[src/rtl/cal_expr_parser.sv]
// Collects ASCII "digit op digit [terminator]" from the UART and presents a/op/b with a valid/ready handshake.
// Define CAL_EQ_TERM_EN to require a '=' or CR after b (adds the GET_EQ state).
module cal_expr_parser #(
   parameter int TIMEOUT_CYCLES = 50_000_000
) (
   input  logic       clk,
   input  logic       rst_n,
   input  logic [7:0] rx_data,
   input  logic       rx_valid,
   output logic [3:0] a,
   output logic [3:0] op,
   output logic [3:0] b,
   output logic       expr_valid,
   input  logic       expr_ready,
   output logic       err,
   output logic [1:0] err_code,
   output logic       busy
);

   localparam int CW = (TIMEOUT_CYCLES > 0) ? $clog2(TIMEOUT_CYCLES + 1) : 1;

   localparam logic [2:0] GET_A  = 3'd0;
   localparam logic [2:0] GET_OP = 3'd1;
   localparam logic [2:0] GET_B  = 3'd2;
`ifdef CAL_EQ_TERM_EN
   localparam logic [2:0] GET_EQ = 3'd3;
`endif
   localparam logic [2:0] HOLD   = 3'd4;

   logic [2:0]    state, cur, nxt;
   logic [CW-1:0] cnt;
   logic          is_dig, is_op, is_term, is_sp;
   logic          ld_a, ld_op, ld_b, bad, ovr, tmo;
   logic          running, nxt_running;

   assign is_dig  = (rx_data >= 8'h30) && (rx_data <= 8'h39);
   assign is_op   = (rx_data == 8'h2A) || (rx_data == 8'h2B) ||
                    (rx_data == 8'h2D) || (rx_data == 8'h2F);
   assign is_term = (rx_data == 8'h3D) || (rx_data == 8'h0D);
   assign is_sp   = (rx_data == 8'h20);

   // The inter-byte timer only runs while a partial expression is pending.
   assign running     = (state == GET_OP) || (state == GET_B)
`ifdef CAL_EQ_TERM_EN
                        || (state == GET_EQ)
`endif
                        ;
   assign nxt_running = (nxt == GET_OP) || (nxt == GET_B)
`ifdef CAL_EQ_TERM_EN
                        || (nxt == GET_EQ)
`endif
                        ;

   always_comb begin
      // A handshake edge frees HOLD, so a coincident byte is parsed as in GET_A.
      cur   = (state == HOLD && expr_ready) ? GET_A : state;
      nxt   = cur;
      ld_a  = 1'b0;
      ld_op = 1'b0;
      ld_b  = 1'b0;
      bad   = 1'b0;
      ovr   = 1'b0;
      tmo   = 1'b0;
      if (state == HOLD && !expr_ready) begin
         ovr = rx_valid;
      end else if (rx_valid) begin
         if (!is_sp) begin
            case (cur)
               GET_A: begin
                  if (is_dig) begin
                     ld_a = 1'b1;
                     nxt  = GET_OP;
                  end else if (!is_term) begin
                     bad = 1'b1;
                  end
               end
               GET_OP: begin
                  if (is_op) begin
                     ld_op = 1'b1;
                     nxt   = GET_B;
                  end else begin
                     bad = 1'b1;
                  end
               end
               GET_B: begin
                  if (is_dig) begin
                     ld_b = 1'b1;
`ifdef CAL_EQ_TERM_EN
                     nxt  = GET_EQ;
`else
                     nxt  = HOLD;
`endif
                  end else begin
                     bad = 1'b1;
                  end
               end
`ifdef CAL_EQ_TERM_EN
               GET_EQ: begin
                  if (is_term) nxt = HOLD;
                  else         bad = 1'b1;
               end
`endif
               default: nxt = GET_A;
            endcase
            if (bad) nxt = GET_A;
         end
      end else if (TIMEOUT_CYCLES > 0 && running && int'(cnt) == TIMEOUT_CYCLES - 1) begin
         tmo = 1'b1;
         nxt = GET_A;
      end
   end

   always_ff @(posedge clk or negedge rst_n) begin
      if (!rst_n) begin
         state      <= GET_A;
         cnt        <= '0;
         a          <= 4'd0;
         op         <= 4'd0;
         b          <= 4'd0;
         expr_valid <= 1'b0;
         busy       <= 1'b0;
         err        <= 1'b0;
         err_code   <= 2'b00;
      end else begin
         state      <= nxt;
         expr_valid <= (nxt == HOLD);
         busy       <= (nxt != GET_A) && (nxt != HOLD);
         if (ld_a)  a  <= rx_data[3:0];
         if (ld_op) op <= rx_data[3:0];
         if (ld_b)  b  <= rx_data[3:0];
         err <= bad | tmo | ovr;
         if (bad)      err_code <= 2'b01;
         else if (tmo) err_code <= 2'b10;
         else if (ovr) err_code <= 2'b11;
         // Saturating counter; any received byte restarts the idle window.
         if (!nxt_running || rx_valid)
            cnt <= '0;
         else if (int'(cnt) < TIMEOUT_CYCLES)
            cnt <= cnt + CW'(1);
      end
   end

endmodule

[config.mk]
export PLATFORM = sky130hd
export DESIGN_NAME = cal_expr_parser
export DESIGN_NICKNAME = d
export VERILOG_FILES = /design/src/rtl/cal_expr_parser.sv
export SDC_FILE = /design/constraint.sdc
export NUM_CORES = 1
export LEC_CHECK = 0
export ABC_AREA = 1
export BUFFER_PORTS_ARGS = -buffer_cell sky130_fd_sc_hd__buf_2
export CORE_ASPECT_RATIO = 0.5
export CORE_MARGIN = 4
export CORE_UTILIZATION = 50
export DETAILED_ROUTE_END_ITERATION = 10
export PLACE_DENSITY_LB_ADDON = 0.1
export SLEW_MARGIN = 20
export SYNTH_ARGS = -nofsm -noshare
export SYNTH_HDL_FRONTEND = slang
export SYNTH_SLANG_ARGS = --single-unit
export TNS_END_PERCENT = 30
[constraint.sdc]
create_clock -name clk -period 1.91 [get_ports clk]
set_input_delay 0.191 -clock clk [delete_from_list [all_inputs] [get_ports clk]]
set_output_delay 0.191 -clock clk [all_outputs]
set_load 0.01 [all_outputs]
==> flow_summary.ini <==
[power]
peakVddDrop_mv = 0.400
power.total_mw = 2.03
p_per_area_nw_per_um2 = 589
p_leak_nw = 1.73

[synthesis]
syn_area_sq_um = 2740
synthAdderAreaFrac_pct = 0.456
synth_cells = 377
synth-seq-area-share_pct = 42.0
yosysWarnings = 0
synth_compound_area_share_pct = 4.10
ys_ff_latch = 46
muxShareOfSynthArea_pct = 0
synth_simple_gate_area_share_pct = 38.0
yosys.cell_types.count = 27
syn-num-nets = 390
synth_top_family_by_area = simple AND/OR/NAND/NOR gates
syn_avg_cell_area_sq_um = 7.28
synth_xor_area_share_pct = 5.75

[layout]
fillCellCount = 434
final_area_sq_um = 3450
nNetsFinal = 454
diodes = 0
drive_gt1_share_pct = 28.7
layout_common_cells = 94 x nand2_1, 44 x inv_1, 44 x dfrtp_1
area_growth_pct = 25.7
final_common_cell = nand2_1
stdcell_count = 512

[worst_hold_path]
hold_depth = 3
hp-class = in -> reg

[route]
drt_iter0_drc = 177
ant_nets = 0
num_vias = 2669
wl_per_cell_microns = 13.5
post-route-drc-count = 0
viasPerCell = 5.21
wirelength_mm = 6.91
firstDrtPassIters = 4

[clock_tree]
cts.root.buffer_cell = clkbuf_8
clkTransAtPathRegs_ps = 80
clk_latency_ps = 300
clkSinkCount = 46
cts_inserted_buffers = 5
htreeDepth = 2
cts_buffer_depth = 2
tritoncts = yes

[job]
drv_cap = 0

[floorplanning]
dieWidth_microns = 113
ioPinCount = 29
die_h_microns = 60.4
rows = 18
dieArea_sq_um = 6810
core_area_sq_um = 5110
initial_core_util_pct = 53.7

[place]
io_buffer_count = 28
post_dp_cell_area_sq_um = 3090
dp.cells = 490
gp_congestion = 0.924
dp_worst_setup_slack_ps = -13.3
dpl.hpwl_mm = 4.92

[global_route]
grt.overflow.total = 0
antenna_found_initial = 0
grt_pass1_wl_mm = 11.0
grt_pass1_vias = 2383
grt_max_degree = 21
grtUsageTotal_pct = 20.3

[worst_setup_path]
r2r_cells = 13
arrival_ps = 2140
path_max_fanout = 10
worstSetupPathType = reg -> reg
cp-endpoint = cnt[9]$_DFFE_PN0P_
critPathLaunch = state[1]$_DFF_PN0_
cp.required_ps = 2150
critPathLaunchType = flop
end_kind = flop
regToRegSetupSlack_ps = 6
r2r_end = cnt[9]$_DFFE_PN0P_
reg2reg_from = state[1]$_DFF_PN0_

[timing]
finalCriticalPeriod_ps = 1900
rsz0062_at_grt = yes
setup_tns_ps = 0
period_share_pct = 99.7
setup_slack_ps = 6.46
setup_violations = 0
clock_skew_ps = 3.75
hold_viol = 0
timing.slew.headroom_pct = 69.7
slew_violations = 0
max_freq_mhz = 525
worstMarginPinSlew_ps = 454

[run_status]
outcome = finished clean
## sequential cells by signal, summed over array words and instances, names as in the netlist
name        cells
cnt            26
err             1
a               4
b               4
busy            1
op              4
expr_valid      1
state           3
err_code        2
## worst max-delay path, cell delays in order, from the launching register on
cell and delay, ps:
dfrtp_1 400, inv_2 90, nand2_1 100, nor2_1 160
nand3_1 150, nand3_1 140, nand3_2 120, nand2_2 90
nand2_2 70, nor2_4 120, buf_12 140, buf_12 130
nand3_2 60, nand2_1 80
## timing repair
action,CTS,global route
pin swaps,0,12
hold endpoints to repair,18,0
endpoints found under the setup margin,26,26
resized for setup,3,32
buffers inserted,1,10
hold buffers,1,0
gates cloned,0,2
## metrics by stage
step / util (%) / hold slack, ps
finish: 67.4 / 226
global route: 67.4 / 229
CTS: 63.1 / 215
detailed placement: 60.4 / 167
global placement: 60.4 / 158
floorplan: - / -105
## layer usage
metal / share of wire (%) / track usage [%] / vias to the layer above
met2: 44 / 31.4 / 86
met1: 48 / 29.3 / 1262
met3: 7.0 / 4.88 / 7
met4: 0.69 / 5.14 / 0
met5: 0 / 0 / -
li1: - / - / 1314
## cells in the mapped netlist
cell type | instances | share of area [%]
xor2_1 | 12 | 3.8
clkbuf_8 | 1 | 0.50
nand3b_1 | 1 | 0.27
buf_4 | 1 | 0.27
a21oi_1 | 6 | 1.1
nand3_2 | 1 | 0.36
a31oi_1 | 2 | 0.46
nor2_2 | 11 | 2.5
nor2_4 | 4 | 1.6
inv_2 | 3 | 0.41
nand3_1 | 52 | 9.5
dfrtp_1 | 46 | 42
buf_6 | 1 | 0.41
buf_12 | 1 | 0.73
xnor2_1 | 6 | 1.9
buf_2 | 2 | 0.36
or2_2 | 1 | 0.23
nand4_1 | 7 | 1.6
inv_4 | 1 | 0.23
clkbuf_1 | 2 | 0.27
o21ai_0 | 14 | 2.6
nor3_1 | 15 | 2.7
ha_1 | 1 | 0.46
inv_1 | 48 | 6.6
nand2_1 | 101 | 14
nor2_1 | 34 | 4.7
nand2_2 | 3 | 0.68
## cell type report
class	instances	area, sq um	share of cell area, %
repair buffers	65	467	13.5
clock buffers	6	72.6	2.10
multi-input cells	271	1430	41.5
clock inverters	2	37.5	1.09
inverters	52	200	5.81
flip-flops and latches	46	1150	33.5
well taps	70	87.6	2.54
## cells by family (layout without fill, tap and decap cells)
family / count (synthesis) / after routing
and+or+nand+nor: 230 / 230
adders and majority gates: 1 / 1
AOI/OAI and AO/OA: 22 / 22
xor gates and xnor gates: 18 / 18
buffers and inverters: 60 / 125
DFF: 46 / 46
## worst min-delay path by stage
stage | from | to | slack [ps]
finish | rx_data[3] | b[3]$_DFFE_PN0P_ | 230
global route | rx_data[0] | op[0]$_DFFE_PN0P_ | 230
detailed placement | rst_n | cnt[15]$_DFFE_PN0P_ | 170
floorplan | rst_n | a[0]$_DFFE_PN0P_ | -100
CTS | rx_data[3] | b[3]$_DFFE_PN0P_ | 220
global placement | rst_n | cnt[15]$_DFFE_PN0P_ | 160
## power by group
| group | internal [mW] | leakage (nW) | switching, mW |
|---|---|---|---|
| Clock | 0.390 | 0.0514 | 0.329 |
| Combinational | 0.118 | 1.06 | 0.165 |
| Sequential | 1.01 | 0.616 | 0.0202 |
(Power assumes the default switching activity.)
